File: config.mk
export PLATFORM = sky130hd
export DESIGN_NAME = player_motion_ctrl_flat
export DESIGN_NICKNAME = d
export VERILOG_FILES = /design/src/rtl/player_motion_ctrl_if.sv /design/src/rtl/player_motion_ctrl.sv /design/src/flat_wrapper.sv
export SDC_FILE = /design/constraint.sdc
export NUM_CORES = 1
export LEC_CHECK = 0
export CORE_ASPECT_RATIO = 1.75
export CORE_MARGIN = 3
export CORE_UTILIZATION = 62
export DETAILED_ROUTE_END_ITERATION = 7
export PLACE_DENSITY = 0.94
export SETUP_SLACK_MARGIN = 0.1
export SYNTH_ARGS = -nofsm -noshare
export SYNTH_HDL_FRONTEND = slang
export SYNTH_SLANG_ARGS = --single-unit
File: constraint.sdc
create_clock -name Clk -period 8.8 [get_ports Clk]
set_clock_uncertainty 0.05 [all_clocks]
set_input_delay 0.88 -clock Clk [delete_from_list [all_inputs] [get_ports Clk]]
set_output_delay 0.88 -clock Clk [all_outputs]
set_load 0.05 [all_outputs]
File: src/rtl/player_motion_ctrl_if.sv
// Frame strobe, keycode and player position bundle between the keyboard
// front end, the motion controller and the sprite/colour mapper.
interface player_motion_ctrl_if #(
    parameter int DATA_W = 10
);
    logic              frame_clk;
    logic [7:0]        keycode;
    logic [DATA_W-1:0] PosX;
    logic [DATA_W-1:0] PosY;
    logic              airborne;
    logic              frame_tick;

    modport master (
        output frame_clk,
        output keycode,
        input  PosX,
        input  PosY,
        input  airborne,
        input  frame_tick
    );

    modport slave (
        input  frame_clk,
        input  keycode,
        output PosX,
        output PosY,
        output airborne,
        output frame_tick
    );
endinterface

File: src/rtl/player_motion_ctrl.sv
// Per-frame player motion: A/D horizontal stepping with edge clamping and a
// gravity-driven W jump, updated once per synchronised frame_clk rising edge.
module player_motion_ctrl #(
    parameter int DATA_W   = 10,
    parameter int X_MIN    = 0,
    parameter int X_MAX    = 631,
    parameter int X_START  = 320,
    parameter int Y_GROUND = 400,
    parameter int X_STEP   = 2,
    parameter int JUMP_VEL = 12,
    parameter int GRAVITY  = 1
) (
    input  logic                 Clk,
    input  logic                 Reset_n,
    player_motion_ctrl_if.slave  bus
);

    localparam logic [1:0] GROUND  = 2'd0;
    localparam logic [1:0] RISING  = 2'd1;
    localparam logic [1:0] FALLING = 2'd2;

    localparam logic [7:0] KEY_A = 8'd4;
    localparam logic [7:0] KEY_D = 8'd7;
    localparam logic [7:0] KEY_W = 8'd26;

    // Two guard bits keep position + velocity sums free of wrap in both directions.
    localparam int SW = DATA_W + 2;

    localparam logic signed [SW-1:0]     XMIN_S   = SW'(X_MIN);
    localparam logic signed [SW-1:0]     XMAX_S   = SW'(X_MAX);
    localparam logic signed [SW-1:0]     XSTEP_S  = SW'(X_STEP);
    localparam logic signed [SW-1:0]     YGND_S   = SW'(Y_GROUND);
    localparam logic signed [DATA_W-1:0] JUMP_V   = DATA_W'(-JUMP_VEL);
    localparam logic signed [DATA_W-1:0] GRAV_V   = DATA_W'(GRAVITY);
    localparam logic [DATA_W-1:0]        X_START_U = DATA_W'(X_START);
    localparam logic [DATA_W-1:0]        Y_GND_U   = DATA_W'(Y_GROUND);

    function automatic logic [DATA_W-1:0] sat_x(input logic signed [SW-1:0] v);
        logic signed [SW-1:0] c;
        c = v;
        if (v < XMIN_S)
            c = XMIN_S;
        else if (v > XMAX_S)
            c = XMAX_S;
        return c[DATA_W-1:0];
    endfunction

    function automatic logic [DATA_W-1:0] move_x(input logic [DATA_W-1:0] x,
                                                 input logic [7:0]        key);
        logic signed [SW-1:0] nx;
        nx = $signed({2'b00, x});
        if (key == KEY_A)
            nx = nx - XSTEP_S;
        else if (key == KEY_D)
            nx = nx + XSTEP_S;
        return sat_x(nx);
    endfunction

    logic                     frame_sync_p0;
    logic                     frame_sync_p1;
    logic                     frame_sync_p2;
    logic                     tick;
    logic                     vld_p3;

    logic [DATA_W-1:0]        pos_x;
    logic [DATA_W-1:0]        pos_y;
    logic signed [DATA_W-1:0] vel_y;
    logic [1:0]               state;
    logic [7:0]               prev_key;

    logic signed [SW-1:0]     y_sum;
    logic signed [DATA_W-1:0] vel_inc;
    logic [DATA_W-1:0]        pos_y_n;
    logic signed [DATA_W-1:0] vel_n;
    logic [1:0]               state_n;
    logic                     jump_press;

    // ---- stage p0..p2: frame strobe synchroniser and rising-edge detect ----
    assign tick = frame_sync_p1 & ~frame_sync_p2;

    // ---- vertical next-state, consumed only on tick ----
    always_comb begin
        y_sum      = $signed({2'b00, pos_y}) + $signed({{2{vel_y[DATA_W-1]}}, vel_y});
        vel_inc    = vel_y + GRAV_V;
        jump_press = (bus.keycode == KEY_W) && (prev_key != KEY_W);
        pos_y_n    = pos_y;
        vel_n      = vel_y;
        state_n    = state;
        case (state)
            GROUND: begin
                if (jump_press) begin
                    vel_n   = JUMP_V;
                    state_n = RISING;
                end
            end
            RISING: begin
                // Hitting the top of the screen kills the upward speed at once.
                if (y_sum[SW-1]) begin
                    pos_y_n = '0;
                    vel_n   = '0;
                    state_n = FALLING;
                end else begin
                    pos_y_n = y_sum[DATA_W-1:0];
                    vel_n   = vel_inc;
                    if (!vel_inc[DATA_W-1])
                        state_n = FALLING;
                end
            end
            FALLING: begin
                if (y_sum >= YGND_S) begin
                    pos_y_n = Y_GND_U;
                    vel_n   = '0;
                    state_n = GROUND;
                end else begin
                    pos_y_n = y_sum[DATA_W-1:0];
                    vel_n   = vel_inc;
                end
            end
            default: begin
                pos_y_n = Y_GND_U;
                vel_n   = '0;
                state_n = GROUND;
            end
        endcase
    end

    // ---- stage p3: frame update, frame_tick aligned with new position ----
    always_ff @(posedge Clk or negedge Reset_n) begin
        if (!Reset_n) begin
            frame_sync_p0 <= 1'b0;
            frame_sync_p1 <= 1'b0;
            frame_sync_p2 <= 1'b0;
            vld_p3        <= 1'b0;
            pos_x         <= X_START_U;
            pos_y         <= Y_GND_U;
            vel_y         <= '0;
            state         <= GROUND;
            prev_key      <= 8'd0;
        end else begin
            frame_sync_p0 <= bus.frame_clk;
            frame_sync_p1 <= frame_sync_p0;
            frame_sync_p2 <= frame_sync_p1;
            vld_p3        <= tick;
            if (tick) begin
                pos_x    <= move_x(pos_x, bus.keycode);
                pos_y    <= pos_y_n;
                vel_y    <= vel_n;
                state    <= state_n;
                prev_key <= bus.keycode;
            end
        end
    end

    assign bus.PosX       = pos_x;
    assign bus.PosY       = pos_y;
    assign bus.airborne   = (state != GROUND);
    assign bus.frame_tick = vld_p3;

endmodule

File: src/flat_wrapper.sv
// flat-port wrapper written by rule: the top's interface ports become plain ports
module player_motion_ctrl_flat 
#(
    parameter int DATA_W   = 10,
    parameter int X_MIN    = 0,
    parameter int X_MAX    = 631,
    parameter int X_START  = 320,
    parameter int Y_GROUND = 400,
    parameter int X_STEP   = 2,
    parameter int JUMP_VEL = 12,
    parameter int GRAVITY  = 1
)
  (Clk, Reset_n, bus_frame_clk, bus_keycode, bus_PosX, bus_PosY, bus_airborne, bus_frame_tick);
  player_motion_ctrl_if #(.DATA_W(DATA_W)) bus_i ();
  input  logic Clk;
  input  logic Reset_n;
  input wire logic [$bits(bus_i.frame_clk)-1:0] bus_frame_clk;
  input wire logic [$bits(bus_i.keycode)-1:0] bus_keycode;
  output wire logic [$bits(bus_i.PosX)-1:0] bus_PosX;
  output wire logic [$bits(bus_i.PosY)-1:0] bus_PosY;
  output wire logic [$bits(bus_i.airborne)-1:0] bus_airborne;
  output wire logic [$bits(bus_i.frame_tick)-1:0] bus_frame_tick;
  assign bus_i.frame_clk = bus_frame_clk;
  assign bus_i.keycode = bus_keycode;
  assign bus_PosX = bus_i.PosX;
  assign bus_PosY = bus_i.PosY;
  assign bus_airborne = bus_i.airborne;
  assign bus_frame_tick = bus_i.frame_tick;
  player_motion_ctrl #(.DATA_W(DATA_W), .X_MIN(X_MIN), .X_MAX(X_MAX), .X_START(X_START), .Y_GROUND(Y_GROUND), .X_STEP(X_STEP), .JUMP_VEL(JUMP_VEL), .GRAVITY(GRAVITY)) u_core (.Clk(Clk), .Reset_n(Reset_n), .bus(bus_i));
endmodule
# Word-level counts from Yosys, hierarchy flattened
# Cells that the tools add are included.
# word_totals
register_bits	44
input_bits	11
output_inout_bits	22
word_cells	51
# classes
n_addsub	4
magnitude_cmp	3
eq_ne	9
n_mux	17
bitwise_logic	3
reduce_logical	6
# op_table
cell	n
$mux 10	7
$pmux 10 s3	2
$mux 12	3
$eq 8x3->1 const B	2
$add 11x10->12	1
$ge 12x10->1 const B	1
$gt 12x11->1 const B	1
$lt 12x1->1 const B	1
$add 10x2->11 const B	1
$sub 10x2->11 const B	1
$add 10x2->10 const B	1
$eq 8x5->1 const B	1
$mux 2	4
$ne 8x5->1 const B	1
$pmux 2 s3	1
$ne 2x1->1 const B	2
$reduce_and 2->1	2
$reduce_and 4->1	1
$ne 3x2->1 const B	1
$eq 2x1->1 const B	1
$eq 2x2->1 const B	1
$logic_not 2->1	1
$not 1->1	2
$reduce_bool 2->1	1
other kinds (2)	2

# Depth between registers and ports, before layout
# Gate-level depths: netlist of run 1.
# depth
depth_word	7
mapped_depth	11
depth_no_buf	10

# Least setup slack after synthesis of run 1
# Ideal clock, no wire load.
# synth_timing
path_kind	reg-to-reg
start	reg u_core.pos_y[0] (netlist: u_core.bus.PosY[0])
end	reg u_core.vel_y[6]
setup_ns	0.101
arrival_ns	3.254
t_required_ns	8.649
path_slack_ns	5.395
path_stages_with_launch	12
n_path_buf	1
period_less_slack_ns	3.405
cell_sequence	dfrtp_1 ha_1 fa_1 a211oi_2 o21a_1 xnor2_1 o311ai_4 a311oi_2 a2111oi_4 buf_6 a31oi_1 o32ai_1
# synth_between
elab_chain_len	4
word_cells_on_any_way	5
cone_classes	add/sub: 1; order compare: 1; mux: 3
# synth_rtl
item	line	source
start: declaration	player_motion_ctrl.sv:66	logic [DATA_W-1:0] pos_y;
start signal: assignment	player_motion_ctrl.sv:146	pos_y <= pos_y_n;
$add 11x10->12 (*)	player_motion_ctrl.sv:83	y_sum = $signed({2'b00, pos_y}) + $signed({{2{vel_y[DATA_W-1]}}, vel_y});
$ge 12x10->1	player_motion_ctrl.sv:110	if (y_sum >= YGND_S) begin
$mux 10	player_motion_ctrl.sv:110	
$pmux 10 s3 (*)	player_motion_ctrl.sv:89	case (state)
end signal: assignment	player_motion_ctrl.sv:147	vel_y <= vel_n;
end: declaration	player_motion_ctrl.sv:67	logic signed [DATA_W-1:0] vel_y;
# Every way passes the cells marked *; elsewhere a longest branch is shown, timed or not.
# A chain may end at the register's enable or synchronous reset.

# Worst setup path after layout of run 1
# layout_timing
start	in bus_keycode[2]
end	reg u_core.pos_x[3] (netlist: u_core.bus.PosX[3])
# layout_between
elab_chain_len	7
word_cells_on_any_way	9
cone_classes	order compare: 2; eq/ne: 2; mux: 5
# layout_rtl
item	line	source
start: declaration	flat_wrapper.sv:18	input wire logic [$bits(bus_i.keycode)-1:0] bus_keycode;
$eq 8x3->1	player_motion_ctrl.sv:54	else if (key == KEY_D)
$mux 12	player_motion_ctrl.sv:54	
$mux 12 (*)	player_motion_ctrl.sv:52	if (key == KEY_A)
$mux 12 (*)	player_motion_ctrl.sv:144	if (tick) begin
$gt 12x11->1	player_motion_ctrl.sv:43	else if (v > XMAX_S)
$mux 10	player_motion_ctrl.sv:43	
$mux 10 (*)	player_motion_ctrl.sv:41	if (v < XMIN_S)
end signal: assignment	player_motion_ctrl.sv:145	pos_x <= move_x(pos_x, bus.keycode);
end: declaration	player_motion_ctrl.sv:65	logic [DATA_W-1:0] pos_x;
# Every way passes the cells marked *; elsewhere a longest branch is shown, timed or not. The select of a mux whose other input is x is not followed.

==> results of run 1 <==
-- stage by stage --
stage,util (%),setup WS [ps],area [um^2]
global placement,71.0,4520,3560
CTS,73.2,4680,3670
detailed placement,71.0,4370,3560
finish,73.2,4600,3670
global route,73.2,4310,3670
floorplan,-,5400,3250
-- flip-flops by register name, summed over array words and instances (netlist names) --
name	cells
u_core.bus.PosX	10
u_core.bus.PosY	10
u_core.bus.frame_tick	1
u_core.frame_sync_p0	1
u_core.frame_sync_p1	1
u_core.frame_sync_p2	1
u_core.prev_key	8
u_core.state	2
u_core.vel_y	10
-- worst paths after layout --
path | startpoint | to | slack, ps | cells after the start
max in group asynchronous | Reset_n | u_core.bus.PosY[9] | 7380 | 1
min in group asynchronous | Reset_n | u_core.prev_key[0] | 690 | 1
worst max-delay path | bus_keycode[2] | u_core.bus.PosX[3] | 4600 | 9
worst max register to register | u_core.vel_y[0] | u_core.bus.PosY[2] | 4770 | 10
worst min-delay path | u_core.frame_sync_p0 | u_core.frame_sync_p1 | 310 | 0
worst min register to register | u_core.frame_sync_p0 | u_core.frame_sync_p1 | 310 | 0
-- per-layer routing --
metal / share of wire (%) / global-route usage [%]
met3: 5.4 / 4.85
met4: 5.3 / 17.9
met2: 54 / 55.5
met1: 35 / 32.2
met5: 0 / 0
-- final cells by class --
type	instances	area [um^2]	area share, %
Clock inverter	2	35.0	0.954
Sequential cell	44	1110	30.2
Inverter	26	97.6	2.66
Clock buffer	6	72.6	1.98
Multi-Input combinational cell	284	1970	53.6
Timing Repair Buffer	33	323	8.79
Tap cell	54	67.6	1.84
-- worst max-delay path, cell delays in order --
cell and delay [ps]:
clkdlybuf4s50_1 520, nor3b_1 890, nand4_1 280, or4_1 530
and2_1 200, mux4_2 470, a21oi_2 260, o21ai_0 110
a21o_1 210
-- placed cells by master (no fill, tap or decap), types with 3 or more instances in the layout --
| cell type | n |
|---|---|
| nor4b_1 | 3 |
| clkbuf_8 | 5 |
| nand2b_1 | 5 |
| a31oi_1 | 15 |
| nor2_1 | 16 |
| xnor2_1 | 6 |
| clkdlybuf4s50_1 | 31 |
| dfrtp_1 | 39 |
| nand3_1 | 18 |
| o21ai_0 | 10 |
| a211o_1 | 3 |
| nand2_1 | 40 |
| dfstp_2 | 5 |
| and2_1 | 3 |
| nand4_1 | 4 |
| or2_2 | 4 |
| nor3b_1 | 4 |
| xor2_1 | 4 |
| inv_1 | 26 |
| and4_1 | 3 |
| a211oi_2 | 3 |
| a21o_1 | 9 |
| or3_1 | 4 |
| o22ai_1 | 5 |
| and3_1 | 9 |
| a22o_1 | 6 |
| o32ai_1 | 6 |
| a21oi_1 | 25 |
| nor3_1 | 7 |
| ha_1 | 19 |
| o21ai_1 | 5 |
| nor4_1 | 6 |
| o211ai_1 | 3 |
-- cell families (layout without fill, tap and decap cells) --
kind of cell | Yosys count | in the layout | share of synthesized area (%)
flip-flops | 44 | 44 | 34.1
AO/OA/AOI/OAI | 118 | 118 | 27.0
adder cells (fa/ha/maj) | 20 | 20 | 7.93
AND/OR/NAND/NOR | 133 | 133 | 21.5
multiplexers | 3 | 3 | 1.35
XOR/XNOR | 10 | 10 | 2.69
buffers and inverters | 44 | 67 | 5.39
-- report_power, final --
part	total, W	internal [W]	switching [W]
combinational	0.000761	0.000275	0.000486
sequential	0.000319	0.000257	0.0000618
clock	0.000158	0.0000844	0.0000736
==> results.json, run 1 <==
{
  "status": "finished clean",
  "cts_setup_buffers": 0,
  "syn-cell-area_um2": 3250,
  "syn_area_per_cell_um2": 8.74,
  "routed_wl_um": 8820,
  "die_area_um2": 6180,
  "nets": 425,
  "yosysWarnings": 0,
  "fp.dieW_um": 60.7,
  "ctsLongestPathBuffers": 2,
  "ys_seq_area_share_pct": 34.1,
  "p_total_w": 0.00124,
  "wl_per_cell_um": 19.6,
  "grt_setup_unrepaired": "no",
  "hold_class": "flip-flop to flip-flop",
  "viasPerCell": 7.01,
  "yosysTopAreaCellShare_pct": 30.0,
  "initial_utilization_pct": 64.8,
  "n_fill_cell": 412,
  "clock_latency_ps": 300,
  "fin_cells": 449,
  "drive_gt1_share_pct": 8.61,
  "ys_types": 66,
  "clkTransAtPathRegs_ps": 90,
  "vias": 3148,
  "clock.fmax_mhz": 238,
  "io_pins": 33,
  "grt_pass1_wl_um": 14600,
  "crit_type": "input port to flip-flop",
  "route.detailed.drc": 0,
  "period_share_pct": 47.8,
  "path_max_fanout": 11,
  "dp_cells": 441,
  "worstMarginPinSlew_ps": 1090,
  "synth_nets": 403,
  "firstDrtPassIters": 5,
  "overflow": 0,
  "synth_edf_count": 0,
  "crit_path_start_kind": "input port",
  "cp-end-kind": "flip-flop",
  "synth_top_flop_cell": "dfrtp_1",
  "synth.area.top_cells": "dfrtp_1, ha_1, nand2_1, dfstp_2, a21oi_1",
  "power_density_nw_per_um2": 337,
  "cts_max_level": 2,
  "vdd_drop_max_uv": 308,
  "setup_viol": 0,
  "max-cap-violations": 0,
  "arrival_ps": 4350,
  "slew_headroom_pct": 27.4,
  "antenna_left": 0,
  "io_buffers": 32,
  "num_antenna_cells": 0,
  "die_h_um": 102,
  "cts_resized": 0,
  "report.final.hold_viol_count": 0,
  "coreArea_um2": 5020,
  "grt_max_degree": 45,
  "drtIter0Drc": 391,
  "holdWs_ps": 311,
  "syn2layout_area_growth_pct": 12.9,
  "yosysTopAreaCell": "dfrtp_1",
  "numCtsBuffers": 5,
  "cts_hold_buf": 0,
  "cts_tree": "done",
  "yosysMostFrequentCell": "nand2_1",
  "antenna_found_initial": 0,
  "ys_seq_elements": 44,
  "cp.required_ps": 8950,
  "root_buffer": "clkbuf_8",
  "synthCells": 372,
  "grt_usage_pct": 30.8,
  "async_flop_share_pct": 100,
  "grt_pass1_vias": 3151,
  "finalCriticalPeriod_ps": 4200,
  "p_leak_nw": 1.60,
  "clock_sink_count": 44,
  "post-dp-hpwl_um": 6480,
  "synthTopCellsByCount": "nand2_1, dfrtp_1, inv_1",
  "gp_congestion": 0.941,
  "slew_violations": 0,
  "fp-row-count": 34,
  "fin_setup_tns_ps": 0
}
Note: power is estimated with default switching activity, not from simulation.
==> run 2: changes to the inputs <==
--- a/config.mk
+++ b/config.mk
@@ -7,9 +7,9 @@
 export LEC_CHECK = 0
 export CORE_ASPECT_RATIO = 1.75
 export CORE_MARGIN = 3
-export CORE_UTILIZATION = 62
+export CORE_UTILIZATION = 52
 export DETAILED_ROUTE_END_ITERATION = 7
-export PLACE_DENSITY = 0.94
+export PLACE_DENSITY = 0.85
 export SETUP_SLACK_MARGIN = 0.1
 export SYNTH_ARGS = -nofsm -noshare
 export SYNTH_HDL_FRONTEND = slang
==> constraint.sdc (replaced) <==
create_clock -name Clk -period 3.82 [get_ports Clk]
set_clock_uncertainty 0.05 [all_clocks]
set_input_delay 0.382 -clock Clk [delete_from_list [all_inputs] [get_ports Clk]]
set_output_delay 0.382 -clock Clk [all_outputs]
set_load 0.05 [all_outputs]
==> results.json, run 2 (synthesis gave the netlist of run 1 again) <==
{
  "clock_sink_count": 44,
  "mostFrequentLayoutCell": "nand2_1",
  "cts_hold_buf": 0,
  "cp.required_ps": 4010,
  "overflow": 0,
  "mostFrequentLayoutCells": "nand2_1, dfrtp_1, clkdlybuf4s50_1",
  "clock_latency_ps": 300,
  "route.detailed.drc": 0,
  "report.final.hold_viol_count": 0,
  "setup_viol": 0,
  "clock_power_share_pct": 12.9,
  "max-cap-violations": 0,
  "p_total_w": 0.00287,
  "fp-row-count": 37,
  "vias": 3047,
  "cts_max_level": 2,
  "finalCriticalPeriod_ps": 3490,
  "grt_pass1_vias": 3060,
  "stdcell_area_um2": 3760,
  "worstMarginPinSlew_ps": 960,
  "n_fill_cell": 505,
  "antenna_left": 0,
  "status": "finished clean",
  "arrival_ps": 3680,
  "io_buffers": 32,
  "slew_headroom_pct": 36.0,
  "slew_violations": 0,
  "grt_setup_unrepaired": "no",
  "gp_congestion": 1.01,
  "fin_setup_tns_ps": 0,
  "placed_cell_area_um2": 3640,
  "antenna_found_initial": 0,
  "path_max_fanout": 15,
  "grt_pass1_wl_um": 13600,
  "drtIter0Drc": 232,
  "grt_usage_pct": 23.1,
  "p_comb_share_pct": 61.4,
  "clock.fmax_mhz": 287,
  "nets": 431,
  "period_share_pct": 91.3,
  "viasPerCell": 6.36,
  "clkTransAtPathRegs_ps": 100,
  "hold_class": "input port to asynchronous set/reset pin",
  "cp_cell_sequence": "ha_1 -> fa_1 -> a211oi_2 -> o21a_1 -> xnor2_1 -> o311ai_4 -> a311oi_2 -> a2111oi_4 -> buf_4 -> and3_2 -> a22o_1",
  "num_antenna_cells": 0,
  "power_density_nw_per_um2": 763,
  "drive_gt1_share_pct": 10.5,
  "critPathTopFamily": "compound AO/OA/AOI/OAI gates",
  "netSwitchingPower_w": 0.00143,
  "firstDrtPassIters": 4,
  "vdd_drop_max_uv": 829,
  "io_pins": 33,
  "numCtsBuffers": 5,
  "grt_max_degree": 45,
  "slowest_delay_ps": 440,
  "setup_slack_ps": 333,
  "routed_wl_um": 7990,
  "syn2layout_area_growth_pct": 15.5,
  "fin_cells": 479,
  "wl_per_cell_um": 16.7,
  "cp-end-kind": "flip-flop",
  "p_int_w": 0.00144,
  "dp_slack_ps": 331,
  "seqPwrFrac_pct": 25.7,
  "p_leak_nw": 1.63,
  "swShare_pct": 49.9,
  "initial_utilization_pct": 54.5,
  "die_area_um2": 7280,
  "post-dp-hpwl_um": 6070,
  "crit_path_start_kind": "flip-flop",
  "coreArea_um2": 5970,
  "crit_type": "flip-flop to flip-flop",
  "die_h_um": 111,
  "crit_path_top_delay_cell": "fa_1",
  "ctsLongestPathBuffers": 2,
  "crit_buf_inv": 1,
  "dp_cells": 471,
  "cts_tree": "done",
  "root_buffer": "clkbuf_8",
  "fp.dieW_um": 65.8
}
[run 2: cell types whose count changed in the layout (fill, tap and decap cells not counted), sizes merged]
cell,before,now
buf,2,8
clkinv,1,0
clkbuf,6,5
clkinvlp,0,1
inv,26,27
[run 2: final cells by class]
type | instances | area (um^2) | area share, %
tap | 78 | 97.6 | 2.60
timing repair buffer | 39 | 368 | 9.79
clock inverter | 3 | 46.3 | 1.23
inverter | 26 | 97.6 | 2.60
clock buffer | 5 | 68.8 | 1.83
sequential | 44 | 1110 | 29.5
multi-input combinational | 284 | 1970 | 52.5
[run 2: power by group through the flow]
stage | Sequential [W] | Combinational [W] | Clock, W
2_1_floorplan | 0.000845 | 0.00121 | 0
3_3_place_gp | 0.000733 | 0.00168 | 0
3_5_place_dp | 0.000735 | 0.00174 | 0
4_1_cts | 0.000732 | 0.00174 | 0.000378
5_1_grt | 0.000754 | 0.00191 | 0.000400
6_report | 0.000735 | 0.00176 | 0.000371
[run 2: layer usage]
| layer | global-route usage [%] | up-vias | share of wire, % |
|---|---|---|---|
| li1 | - | 1443 | - |
| met1 | 26.1 | 1460 | 39 |
| met2 | 40.3 | 113 | 53 |
| met3 | 3.05 | 31 | 3.8 |
| met4 | 12.5 | 0 | 3.9 |
| met5 | 0 | - | 0 |
[run 2: path summary, 6_finish.rpt]
path	slack [ps]	start	depth (start not counted)	end
setup / recovery	330	u_core.vel_y[0]	11	u_core.bus.PosY[2]
hold / removal	170	Reset_n	1	u_core.bus.PosX[7]
setup reg to reg	330	u_core.vel_y[0]	11	u_core.bus.PosY[2]
hold reg to reg	300	u_core.frame_sync_p0	0	u_core.frame_sync_p1
max in group asynchronous	2940	Reset_n	1	u_core.vel_y[8]
min in group Clk	300	u_core.frame_sync_p0	0	u_core.frame_sync_p1
[run 2: timing repair]
action,4_1_cts,5_1_grt
resized for setup,0,1
setup endpoints to repair,0,6
setup buffers,0,0
[run 2: through the flow]
step,utilization (%),hold slack [ps]
final,62.9,172
after global routing,62.9,247
after CTS,62.9,204
after detailed placement,60.9,289
after global placement,60.9,288
after floorplan,-,36.4
